<file path="src/rtl/controlador_juego.sv">
// Tic-tac-toe turn sequencer: owns the 3x3 board, alternates players, applies
// per-turn timeout auto-moves and decides win or draw.
module controlador_juego #(
    parameter int unsigned CICLOS_TURNO = 15
) (
    input  logic        clk,
    input  logic        rst_n,
    input  logic        inicio,
    input  logic        movValido,
    input  logic [3:0]  movPos,
    output logic [17:0] tablero,
    output logic [1:0]  jugadorActual,
    output logic [1:0]  ganador,
    output logic        juegoFinalizado,
    output logic        movRechazado,
    output logic [15:0] tiempoRestante
);

    typedef enum logic [2:0] {REPOSO, TURNO_J1, TURNO_J2, VERIFICA, FIN} estado_t;

    localparam logic [15:0] RECARGA = 16'(CICLOS_TURNO - 1);
    localparam logic [1:0]  COD_J1  = 2'b01;
    localparam logic [1:0]  COD_J2  = 2'b10;
    localparam logic [1:0]  EMPATE  = 2'b11;

    localparam int LINEAS [8][3] = '{
        '{0, 1, 2}, '{3, 4, 5}, '{6, 7, 8},
        '{0, 3, 6}, '{1, 4, 7}, '{2, 5, 8},
        '{0, 4, 8}, '{2, 4, 6}
    };

    estado_t     estado_q;
    logic [17:0] tablero_q, tablero_d;
    logic [1:0]  jugador_q, ganador_q, ultimo_q;
    logic        fin_q, rechazo_q;
    logic [15:0] tiempo_q;

    logic [1:0]  cod_turno;
    logic [1:0]  celda_obj;
    logic        pos_ok, legal, gana, lleno;
    logic [3:0]  libre, destino;

    // NOTE: every signal driven here gets a default first, so no path leaves
    // a value held and no latch is inferred.
    always_comb begin
        cod_turno = (estado_q == TURNO_J2) ? COD_J2 : COD_J1;
        pos_ok    = (movPos <= 4'd8);
        celda_obj = 2'b00;
        for (int k = 0; k < 9; k++) begin
            if (movPos == 4'(k)) celda_obj = tablero_q[2*k +: 2];
        end
        legal = movValido && pos_ok && (celda_obj == 2'b00);

        // Scan downwards so the lowest-index empty cell is the one kept.
        libre = 4'd0;
        for (int k = 8; k >= 0; k--) begin
            if (tablero_q[2*k +: 2] == 2'b00) libre = 4'(k);
        end
        destino = legal ? movPos : libre;

        tablero_d = tablero_q;
        for (int k = 0; k < 9; k++) begin
            if (destino == 4'(k)) tablero_d[2*k +: 2] = cod_turno;
        end

        gana = 1'b0;
        for (int l = 0; l < 8; l++) begin
            if (tablero_q[2*LINEAS[l][0] +: 2] == ultimo_q &&
                tablero_q[2*LINEAS[l][1] +: 2] == ultimo_q &&
                tablero_q[2*LINEAS[l][2] +: 2] == ultimo_q)
                gana = 1'b1;
        end

        lleno = 1'b1;
        for (int k = 0; k < 9; k++) begin
            if (tablero_q[2*k +: 2] == 2'b00) lleno = 1'b0;
        end
    end

    // NOTE: state registers use non-blocking assignments so every register
    // samples the pre-edge values regardless of statement order.
    always_ff @(posedge clk or negedge rst_n) begin
        if (!rst_n) begin
            estado_q  <= REPOSO;
            tablero_q <= '0;
            jugador_q <= 2'b00;
            ganador_q <= 2'b00;
            ultimo_q  <= 2'b00;
            fin_q     <= 1'b0;
            rechazo_q <= 1'b0;
            tiempo_q  <= '0;
        end else begin
            rechazo_q <= 1'b0;
            case (estado_q)
                REPOSO, FIN: begin
                    if (inicio) begin
                        estado_q  <= TURNO_J1;
                        tablero_q <= '0;
                        ganador_q <= 2'b00;
                        jugador_q <= COD_J1;
                        fin_q     <= 1'b0;
                        tiempo_q  <= RECARGA;
                    end
                end
                TURNO_J1, TURNO_J2: begin
                    // A legal move takes priority over the timeout auto-move.
                    if (legal || tiempo_q == 16'd0) begin
                        estado_q  <= VERIFICA;
                        tablero_q <= tablero_d;
                        ultimo_q  <= cod_turno;
                        jugador_q <= 2'b00;
                        tiempo_q  <= '0;
                    end else begin
                        tiempo_q  <= tiempo_q - 16'd1;
                    end
                    if (movValido && !legal) rechazo_q <= 1'b1;
                end
                VERIFICA: begin
                    if (gana) begin
                        estado_q  <= FIN;
                        ganador_q <= ultimo_q;
                        fin_q     <= 1'b1;
                    end else if (lleno) begin
                        estado_q  <= FIN;
                        ganador_q <= EMPATE;
                        fin_q     <= 1'b1;
                    end else begin
                        estado_q  <= (ultimo_q == COD_J1) ? TURNO_J2 : TURNO_J1;
                        jugador_q <= (ultimo_q == COD_J1) ? COD_J2 : COD_J1;
                        tiempo_q  <= RECARGA;
                    end
                end
                default: estado_q <= REPOSO;
            endcase
        end
    end

    assign tablero         = tablero_q;
    assign jugadorActual   = jugador_q;
    assign ganador         = ganador_q;
    assign juegoFinalizado = fin_q;
    assign movRechazado    = rechazo_q;
    assign tiempoRestante  = tiempo_q;

endmodule

</file>
<file path="config.mk">
export PLATFORM = sky130hd
export DESIGN_NAME = controlador_juego
export DESIGN_NICKNAME = d
export VERILOG_FILES = /design/src/rtl/controlador_juego.sv
export SDC_FILE = /design/constraint.sdc
export NUM_CORES = 1
export LEC_CHECK = 0
export BUFFER_PORTS_ARGS = -buffer_cell sky130_fd_sc_hd__buf_4
export CORE_MARGIN = 8
export CORE_UTILIZATION = 61
export DETAILED_ROUTE_END_ITERATION = 16
export HOLD_SLACK_MARGIN = 0.08
export PLACE_DENSITY = 0.89
export SLEW_MARGIN = 20
export SYNTH_ARGS = -nofsm -noshare
export SYNTH_HDL_FRONTEND = slang
export SYNTH_SLANG_ARGS = --single-unit
</file>
<file path="constraint.sdc">
create_clock -name clk -period 6 [get_ports clk]
set_input_delay 1.2 -clock clk [delete_from_list [all_inputs] [get_ports clk]]
set_output_delay 1.2 -clock clk [all_outputs]
set_load 0.005 [all_outputs]
</file>
==> results of run 1 <==
-- synth_stat cells, drive strengths merged, types with 2 or more instances --
cell type  instances
dfrtp             45
nor2              25
o21ai             23
nand2             22
a21oi             21
nor3              20
clkbuf            17
or3               17
inv               12
nand3             11
a22o               9
and3               9
o22ai              8
o41ai              7
buf                6
nand2b             6
nand4              6
o21a               6
o31ai              5
or4                5
nor4               4
o2111ai            4
xnor2              4
xor2               4
a21o               3
a22oi              3
a311oi             3
a31oi              3
a32o               3
nor2b              3
o211ai             3
or4b               3
a211oi             2
a21boi             2
and2               2
ha                 2
o21bai             2
o31a               2
o32a               2
-- stage by stage --
stage	total power [mW]	std cells	hold slack, ps	setup WS (ps)
6_report	1.55	434	489	2560
5_1_grt	1.67	434	525	2360
4_1_cts	1.54	434	495	2590
3_5_place_dp	1.34	426	473	2270
3_3_place_gp	1.30	426	466	2220
2_1_floorplan	1.06	347	470	2400
-- path summary, 6_finish.rpt --
| kind | slack [ps] | end |
|---|---|---|
| worst max-delay path | 2560 | tablero[0]$_DFFE_PN0P_ |
| worst min-delay path | 490 | juegoFinalizado$_DFFE_PN0P_ |
| worst max register to register | 2600 | tiempoRestante[11]$_DFFE_PN0P_ |
| worst min register to register | 490 | juegoFinalizado$_DFFE_PN0P_ |
| max in group asynchronous | 4720 | tiempoRestante[9]$_DFFE_PN0P_ |
| min in group asynchronous | 890 | tablero[3]$_DFFE_PN0P_ |
-- cell families after synthesis --
logic type,count (synthesis)
AND/OR/NAND/NOR,137
AO/OA/AOI/OAI,119
flip-flops,45
buffers and inverters,35
XOR/XNOR,8
adder cells (fa/ha/maj),2
multiplexers,1
-- power by group --
part           total [mW]  internal [mW]  switching (mW)
registers           0.552          0.384           0.169
logic               0.797          0.336           0.460
clock network       0.199         0.0934           0.105
-- critical path: stages --
cell	delay, ps
sky130_fd_sc_hd__buf_4	140
sky130_fd_sc_hd__or4b_1	580
sky130_fd_sc_hd__o32ai_1	150
sky130_fd_sc_hd__nor2_1	120
sky130_fd_sc_hd__and4_1	320
sky130_fd_sc_hd__o41ai_2	640
sky130_fd_sc_hd__nor4_1	150
sky130_fd_sc_hd__a311o_1	340
-- per-layer routing --
layer  track usage (%)  wire length (um)
met3              5.64               688
met4              8.44               130
met2              35.8              3900
met5                 0                 0
met1              31.2              3570
-- final cells by class --
| cell class | instances | area (um2) | share of cell area (%) |
|---|---|---|---|
| Timing Repair Buffer | 48 | 360 | 10.6 |
| Clock buffer | 6 | 82.6 | 2.44 |
| Inverter | 12 | 45.0 | 1.33 |
| Tap cell | 54 | 67.6 | 1.99 |
| Clock inverter | 2 | 13.8 | 0.406 |
| Multi-Input combinational cell | 267 | 1700 | 50.0 |
| Sequential cell | 45 | 1130 | 33.2 |
-- flip-flops by register name (all words and copies together), names as in the netlist --
register         cells
estado_q             3
ganador              2
juegoFinalizado      1
jugadorActual        2
movRechazado         1
tablero             18
tiempoRestante      16
ultimo_q             2
==> results, run 1 <==
- The register bit count reported by yosys is 45.
- The simple-gate share of the synthesized area is 25.3%.
- Buffers added to address setup during post-CTS repair amount to 0.
- The routability-driven placement congestion ratio is 0.937.
- The number of antenna cells inserted is 0.
- Counting cells, the worst reg-to-reg path comes to 8.
- In this run the critical register-to-register path is launched from ultimo_q[0]$_DFFE_PN0P_.
- The capturing element type of the critical path is a flip-flop.
- The count of final max-slew check failures was 0.
- After synthesis, the share of flip-flops with an asynchronous set or reset is 100%.
- The share of synthesized area occupied by flip-flops and latches is 38.1%.
- Measured along the x axis, the die boundary spans 85.6 um.
- Synthesis produced 347 cells.
- After floorplanning, the core was sized to cover 0.00469 mm2.
- The root buffer cell chosen for the clock tree is sky130_fd_sc_hd__clkbuf_8.
- The final total negative setup slack is 0 ps.
- The pin count of the biggest net entering global routing is 46.
- The class of the tightest hold or removal check is flip-flop to flip-flop.
- For this design the static power due to leakage is 1.47 nW.
- A synthesized cell averages 8.52 um2.
- Setup violations remaining at the end of the flow were counted as 0.
- Gates resized during post-CTS repair numbered 0.
- The count of cell types in the netlist is 59.
- The warning count from the yosys run is 0.
- The fraction of final layout cells sized beyond drive strength 1 is 16.8%.
- Static timing analysis puts the maximum clock frequency at 290 MHz.
- By area, the combinational part of the netlist is dominated by compound AO/OA/AOI/OAI gates.
- The number of buffers inserted during clock tree synthesis is 5.
- The run finished with clean final reports.
- The origin of the worst setup path is movPos[0].
- The total die area is 0.00733 mm2.
- The total vias in the final route is 3027.
- The adder-cell share of the synthesized area is 0.846%.
- The count of maximum capacitance violations is 0.
- The detailed-routing iteration count for the pre-antenna-repair pass is 5.
- The synthesized netlist devotes 28.3% of its cell area to compound gates.
- The library cell occupying the most area in the post-synthesis netlist is sky130_fd_sc_hd__dfrtp_1.
- The final layout contains 389 nets.
- TritonCTS built the clock tree.
- The remaining number of nets flagged by the antenna check after routing is 0.
- The highest ir drop seen on vdd is 371 uV.
- The growth of design area from synthesis to finish is 14.6%.
- The number of antenna violations at the first check in global routing is 0.
- Once layout is complete, the utilization of the core stands at 72.3%.
- The required time reported for the critical path endpoint is 6190 ps.
- The total number of placement rows is 25.
- When the netlist entered floorplanning its net count stood at 357.
- The clock reaches the later pin of the worst-skew pair after 310 ps.
- In this run the biggest area consumer among cell types represents 38.1% of the synthesized area.
- The worst path uses 57.4% of the clock period.
- The worst hold path was traced through 2 stages.
- The portion of synthesized area spent on multiplexers is 0.338%.
- In this run the cell area of the synthesized design comes to 0.00296 mm2.
- The post-detailed-route via-to-cell ratio is 6.97.
- The count of hold buffers inserted by post-cts repair is 0.
- For the worst setup path, the data arrival time is 3640 ps.
- Setup repair after global routing left no endpoint under its margin.
- The type of the worst setup path is input pin to flip-flop.
- Sorting the synthesized cells by area gives the leading types as sky130_fd_sc_hd__dfrtp_1 38%, sky130_fd_sc_hd__or3_1 3.6%, sky130_fd_sc_hd__a21oi_1 3.6%.
- The detailed-route wire length is 8290 um.
- The maximum root-to-sink buffer count is 2.
- CTS saw 45 sinks.
- The remaining global-route overflow is 0.
- For this run, the total global-route usage over all layers was measured as 23.3%.
- The origin of the worst min-delay path is juegoFinalizado$_DFFE_PN0P_.
- The clock period minus worst slack is 3440 ps.
- The top cell types in the final layout, fill and taps aside, are 48 x sky130_fd_sc_hd__buf_4, 45 x sky130_fd_sc_hd__dfrtp_1, 25 x sky130_fd_sc_hd__nor2_1, 22 x sky130_fd_sc_hd__nand2_1, 21 x sky130_fd_sc_hd__a21oi_1.
- Yosys mapped a number of flops with a built-in enable equal to 0.
- The port buffer count is 47.
- The I/O pin count is 48.
- STA classifies the critical path startpoint as an input pin.
- The initial utilization of the core area, before any placement, comes to 63.0%.
- The starting DRC count in detailed routing is 292.
- The most used flip-flop cell after synthesis is sky130_fd_sc_hd__dfrtp_1.
- Power spread over the standard cell area amounts to 456 mW/mm2.
- The placed wire-length estimate is 5960 um.
- The via count of the first global-routing pass is 2840.
- The total non-filler cell area in the finished layout is 0.00339 mm2.
- The post-route clock skew is 8.83 ps.
- The global-route wire length before repair is 13900 um.
- CTS built an H-tree with a depth of 2.
- The die is 85.6 um tall.
- Headroom to the max-slew limit came out at 42.8%.
- Clock-pin slew was measured on the worst setup and hold paths at 90 ps.
- The top fanout value on the critical path is 10.
- After detailed placement, the total cell area comes to 0.00329 mm2.
- The filler cell count in the final layout is 358.
- After Yosys synthesis, XOR and XNOR cells account for 2.37% of the synthesized area.
- The commonest non-fill, non-tap cell in the layout is sky130_fd_sc_hd__buf_4.
- The final hold violation count is 0.
- The transition at the pin with the smallest max-transition slack is 852 ps.
- The remaining design rule violation count is 0.
- Dividing the detail-routed wire length by the instance count gives 19.1 um.
No activity file was read; power rests on OpenSTA's default activity.
==> run 2, diff against run 1 <==
- CORE_UTILIZATION: 61 -> 51
- PLACE_DENSITY: 0.89 -> 0.8
- clock period: 6 -> 2.9 ns (I/O delays scaled with it)
==> results, run 2 (synthesis gave the netlist of run 1 again) <==
- The post-detailed-route via-to-cell ratio is 6.64 (-4.8%).
- The global-route wire length before repair was 14900 um (+7.2%).
- Counting I/O delays and the setup requirement, the final critical path takes 2930 ps.
- The data arrival time of the critical path came to 3170 ps (-470 ps).
- The type of the worst setup path is flip-flop to flip-flop.
- The final setup slack of the worst path is -28.0 ps (-2580 ps).
- The pin count of the biggest net entering global routing is 46 (unchanged).
- The filler cell count in the final layout came to 467 (+30%).
- The deepest level of the CTS H-tree is 2 (unchanged).
- The core box area is 0.00554 mm2 (+18%).
- The mean routed wirelength per cell is 19.0 um (-0.48%).
- The placement-stage worst setup slack is -56.8 ps (-2330 ps).
- The final reports fail on negative setup slack.
- The count of placed standard cells in the final layout, fillers left out came to 474 (+9.2%).
- The floorplan die width is 92.2 um (+7.6%).
- The maximum root-to-sink buffer count came to 2 (unchanged).
- The post-route clock skew is 8.84 ps (+0.0104 ps).
- The number of buffers inserted during clock tree synthesis is 5 (unchanged).
- The port buffer count is 47 (unchanged).
- The post-layout utilization of the core came to 66.0% (-6.2 points).
- The via count of the first global-routing pass was 3088 (+8.7%).
- The clock sink count was 45 (unchanged).
- The starting density of the core is 53.4% (-9.7 points).
- The library cells used most frequently in the layout, excluding fill and tap cells, are 69 x sky130_fd_sc_hd__buf_4, 43 x sky130_fd_sc_hd__dfrtp_1, 25 x sky130_fd_sc_hd__nor2_1, 22 x sky130_fd_sc_hd__nand2_1, 20 x sky130_fd_sc_hd__a21oi_1.
- The final layout net count is 411 (+5.7%).
- The placed wire-length estimate was 6370 um (+6.8%).
- The cell count after placement is 464 (+8.9%).
- The number of antenna violations at the first check in global routing is 0 (unchanged).
- The worst setup path is launched from a flip-flop.
- The final hold violation count is 0 (unchanged).
- The fraction of final layout cells sized beyond drive strength 1 is 24.9% (+8.0 points).
- The routability-driven placement congestion ratio is 0.926 (-1.2%).
- The flip-flop count of the largest register after layout was 18 (unchanged).
- The static leakage power was 1.61 nW (+9.3%).
- The I/O pin count is 48 (unchanged).
- The source-to-sink clock delay at the later pin of the worst-skew pair was 310 ps (about the same).
- The count of final max-slew check failures is 0 (unchanged).
- The remaining design rule violation count was 0 (unchanged).
- The final total negative setup slack is -28.0 ps (-28.0 ps).
- The remaining global-route overflow is 0 (unchanged).
- The total routing usage reported by global routing is 21.1% (-2.3 points).
- The worst relative slew slack is 35.7% (-7.1 points).
- The total vias in the final route is 3147 (+4.0%).
- The total die area is 0.00849 mm2 (+16%).
- Timing would allow up to 342 MHz.
- The number of antenna cells inserted is 0 (unchanged).
- The remaining number of nets flagged by the antenna check after routing was 0 (unchanged).
- The transition at the pin with the smallest max-transition slack came to 954 ps (+102 ps).
- The detailed-route wire length is 9020 um (+8.7%).
- The count of maximum capacitance violations is 0 (unchanged).
- The y dimension of the die is 92.2 um (+7.6%).
- The highest ir drop seen on vdd is 507 uV (+37%).
- Compared with the post-synthesis result, the final layout area differs by 23.7%.
- Setup repair after global routing could not meet its margin everywhere.
- The total number of placement rows is 27 (+8.0%).
- The power density over cell area was 981 mW/mm2 (+110%).
- The worst hold path belongs to the class input pin to asynchronous set/reset pin.
- CTS placed an instance of sky130_fd_sc_hd__clkbuf_8 at the clock tree root.
- The count of final setup violators was 1 (+1).
- The clock edge transition at the registers on the reported setup and hold paths is 90 ps (about the same).
- The run finished, with violations left.
- The required time reported for the critical path endpoint is 3140 ps (-3050 ps).
- The commonest non-fill, non-tap cell in the layout is sky130_fd_sc_hd__buf_4.
- The detailed-routing iteration count for the pre-antenna-repair pass is 5 (unchanged).
- The CTS tree is built.
- The starting DRC count in detailed routing was 336 (+15%).
- The share of the clock period used by the worst path is 101%.
- The top fanout value on the critical path is 4 (-6).
- STA classifies the critical path endpoint as a flip-flop.
[run 2: cell types whose count changed in the layout (fill, tap and decap cells not counted), moves of 3 or more]
cell                     change
sky130_fd_sc_hd__buf_4      +21
sky130_fd_sc_hd__nor3_1      -3
sky130_fd_sc_hd__nor3_2      +3
sky130_fd_sc_hd__or4_1       -3
sky130_fd_sc_hd__or4_4       +3
[run 2: power by group]
part           switching [mW]  internal [mW]
clock                   0.236          0.174
sequential              0.349          0.801
combinational            1.13          0.895
[run 2: routing by layer]
metal  vias up  routed length [um]  track usage, %
li1       1446                   -               -
met1      1525                3780            26.6
met2       154                4410            34.6
met3        22                 628            3.67
met4         0                 198            8.99
met5         -                   0               0
[run 2: worst paths after layout]
kind	startpoint	to	slack [ps]	cells after the start
hold / removal	rst_n	tiempoRestante[1]$_DFFE_PN0P_	270	1
max in group asynchronous	rst_n	ultimo_q[0]$_DFFE_PN0P_	2220	1
min in group clk	inicio	tablero[16]$_DFFE_PN0P_	480	2
setup reg to reg	tiempoRestante[6]$_DFFE_PN0P_	tiempoRestante[14]$_DFFE_PN0P_	-30	7
setup / recovery	tiempoRestante[6]$_DFFE_PN0P_	tiempoRestante[14]$_DFFE_PN0P_	-30	7
hold reg to reg	juegoFinalizado$_DFFE_PN0P_	juegoFinalizado$_DFFE_PN0P_	490	2
[run 2: worst max-delay path: stages (launching register included)]
cell                      delay [ps]
sky130_fd_sc_hd__dfrtp_1         400
sky130_fd_sc_hd__or4_4           540
sky130_fd_sc_hd__or3_4           340
sky130_fd_sc_hd__or3_4           360
sky130_fd_sc_hd__or2_4           240
sky130_fd_sc_hd__or4_4           420
sky130_fd_sc_hd__or4_4           430
sky130_fd_sc_hd__a21oi_2         120
[run 2: final cells by class]
type / count / area [um2] / area share (%)
timing repair buffer: 70 / 529 / 14.5
clock buffer: 5 / 68.8 / 1.88
sequential: 45 / 1130 / 30.8
multi-input combinational: 267 / 1770 / 48.4
clock inverter: 3 / 25.0 / 0.684
inverter: 12 / 45.0 / 1.23
tap: 72 / 90.1 / 2.46
[run 2: metrics by stage]
stage	hold slack, ps	area [um2]	power [mW]
3_5_place_dp	470	3480	3.05
6_report	266	3660	3.59
5_1_grt	302	3660	3.85
4_1_cts	279	3600	3.49
2_1_floorplan	284	2970	2.21
3_3_place_gp	464	3480	3.00
[run 2: what timing repair did]
item,CTS,global route
gates resized for setup,8,9
buffers inserted,0,1
setup endpoints to repair,13,26
hold buffers,0,0
pin swaps,3,6
gates cloned,0,1
==> run 3, diff against run 2 <==
- CORE_UTILIZATION: 51 -> 61
- PLACE_DENSITY: 0.8 -> 0.89
- clock period: 2.9 -> 3.4 ns (I/O delays scaled with it)
==> results, run 3 (synthesis gave the netlist of run 1 again) <==
- The run finished with clean final reports.
- The remaining number of nets flagged by the antenna check after routing came to 0 (unchanged).
- The total vias in the final route came to 3102 (-1.4%).
- The share of the clock period used by the worst path is 95.7% (-5.3 points).
- The final total negative setup slack is 0 ps (+28.0 ps).
- The clock edge transition at the registers on the reported setup and hold paths is 100 ps (about the same).
- The worst-case reg-to-reg path depth was 8 (+1).
- The global-route wire length before repair is 14400 um (-3.2%).
- The count of final max-slew check failures is 0 (unchanged).
- The detailed-route wire length was 8750 um (-2.9%).
- Traced cell by cell, the critical path runs through or4_4 > or3_1 > or3_1 > buf_4 > or4_1 > nand3_2 > nand3_1 > a32o_1.
- The number of antenna violations at the first check in global routing is 0 (unchanged).
- The required time reported for the critical path endpoint came to 3610 ps (+470 ps).
- The detailed-routing iteration count for the pre-antenna-repair pass is 5 (unchanged).
- The maximum root-to-sink buffer count is 2 (unchanged).
- The total die area came to 0.00733 mm2 (-14%).
- The placed wire-length estimate is 6280 um (-1.4%).
- The I/O pin count is 48 (unchanged).
- The fraction of final layout cells sized beyond drive strength 1 is 19.6% (-5.2 points).
- The post-route clock skew is 11.6 ps (+2.72 ps).
- The flip-flop count of the largest register after layout is 18 (unchanged).
- The via count of the first global-routing pass is 2977 (-3.6%).
- The post-detailed-route via-to-cell ratio was 6.96 (+4.8%).
- The total routing usage reported by global routing is 24.2% (+3.1 points).
- The highest achievable clock rate is 307 MHz (-10%).
- The top fanout value on the critical path is 6 (+2).
- The worst path buffer plus inverter count came to 1 (+1).
- The number of antenna cells inserted is 0 (unchanged).
- The tightest min-delay check is of the input pin to asynchronous set/reset pin type.
- The number of buffers inserted during clock tree synthesis was 5 (unchanged).
- The worst setup path is of the flip-flop to flip-flop kind.
- The library cell appearing most often on the critical path is sky130_fd_sc_hd__or3_1.
- The deepest level of the CTS H-tree is 2 (unchanged).
- The routability-driven placement congestion ratio was 0.879 (-5.1%).
- The startpoint identified for the worst register-to-register timing path is tiempoRestante[6]$_DFFE_PN0P_.
- The highest cell delay on the worst timing path came to 610 ps (+70 ps).
- The highest ir drop seen on vdd is 527 uV (+3.9%).
- The type of element launching the critical path is a flip-flop.
- The port buffer count is 47 (unchanged).
- The final hold violation count is 0 (unchanged).
- The slowest stage of the critical path belongs to the cell sky130_fd_sc_hd__or4_1.
- The clock sink count is 45 (unchanged).
- The floorplan die width was 85.6 um (-7.1%).
- The source-to-sink clock delay at the later pin of the worst-skew pair is 310 ps (about the same).
- The static leakage power is 1.53 nW (-5.2%).
- The end of the worst register-to-register path is jugadorActual[1]$_DFFE_PN0P_.
- The commonest non-fill, non-tap cell in the layout is sky130_fd_sc_hd__buf_4.
- The clock period minus worst slack is 3250 ps (+325 ps).
- The y dimension of the die is 85.6 um (-7.1%).
- The transition at the pin with the smallest max-transition slack was 756 ps (-199 ps).
- The data arrival time of the critical path was 3460 ps (+290 ps).
- The worst relative slew slack is 49.2% (+14 points).
- The core box area is 0.00469 mm2 (-15%).
- The power density over cell area is 810 mW/mm2 (-17%).
- The post-CTS setup-driven buffer insertion count is 0 (unchanged).
- The count of final setup violators is 0 (-1).
- The count of maximum capacitance violations was 0 (unchanged).
- The starting density of the core was 63.0% (+9.7 points).
- Grouping stages by cell kind, the critical path spends the most delay in simple AND/OR/NAND/NOR gates.
- The mean routed wirelength per cell came to 19.6 um (+3.2%).
- The remaining design rule violation count is 0 (unchanged).
- Setup repair after global routing left no endpoint under its margin.
- The number of cells upsized or downsized after cts is 0 (-8).
- The remaining global-route overflow came to 0 (unchanged).
- The final layout net count came to 401 (-2.4%).
- The total power of the final layout is 2.82 mW (-21%).
- The pin count of the biggest net entering global routing is 46 (unchanged).
- The growth of design area from synthesis to finish is 17.6%.
- The starting DRC count in detailed routing is 362 (+7.7%).
- Leaving out fill and tap cells, the most frequent cells in the layout are 60 x sky130_fd_sc_hd__buf_4, 45 x sky130_fd_sc_hd__dfrtp_1, 25 x sky130_fd_sc_hd__nor2_1, 22 x sky130_fd_sc_hd__nand2_1, 21 x sky130_fd_sc_hd__a21oi_1.
- The count of hold buffers inserted by post-cts repair is 0 (unchanged).
- The clock root buffer is sky130_fd_sc_hd__clkbuf_8.
- The setup slack on the worst flop-to-flop path is 150 ps (+180 ps).
- The capturing element type of the critical path is a flip-flop.
- The CTS tree is built.
- The total number of placement rows came to 25 (-7.4%).
-- run 3: per-layer routing --
layer / vias up / wire length, um / global-route usage, %
met3: 25 / 927 / 5.64
met1: 1449 / 3630 / 31.6
met2: 209 / 4010 / 37.7
met5: - / 0 / 0
met4: 0 / 187 / 10.0
li1: 1419 / - / -
-- run 3: how the worst max path moves through the flow --
| stage | endpoint | startpoint | cells after the start |
|---|---|---|---|
| detailed placement | jugadorActual[1]$_DFFE_PN0P_ | tiempoRestante[6]$_DFFE_PN0P_ | 8 |
| finish | jugadorActual[1]$_DFFE_PN0P_ | tiempoRestante[6]$_DFFE_PN0P_ | 8 |
| global route | jugadorActual[1]$_DFFE_PN0P_ | tiempoRestante[6]$_DFFE_PN0P_ | 8 |
| CTS | jugadorActual[1]$_DFFE_PN0P_ | tiempoRestante[6]$_DFFE_PN0P_ | 8 |
| global placement | jugadorActual[0]$_DFFE_PN0P_ | tiempoRestante[6]$_DFFE_PN0P_ | 7 |
| floorplan | tablero[0]$_DFFE_PN0P_ | movPos[0] | 9 |
-- run 3: metrics by stage --
stage                     instance area [um2]  hold slack [ps]  util [%]  setup WS, ps  cells
after global placement                   3380              466      72.0           115    438
final                                    3480              366      74.2           147    446
after floorplan                          2960              384         -           321    347
after CTS                                3470              382      74.1           123    446
after global routing                     3480              409      74.2          7.78    446
after detailed placement                 3380              466      72.1           152    438
-- run 3: layout make-up --
cell class                      instances  area, um2
Sequential cell                        45       1130
Clock buffer                            5       68.8
Inverter                               12       45.0
Timing Repair Buffer                   60        450
Fill cell                             350       1210
Tap cell                               54       67.6
Multi-Input combinational cell        267       1700
Clock inverter                          3       21.3
-- run 3: where the power goes --
part | internal (mW) | switching (mW)
clock network | 0.146 | 0.201
registers | 0.677 | 0.294
logic | 0.646 | 0.854
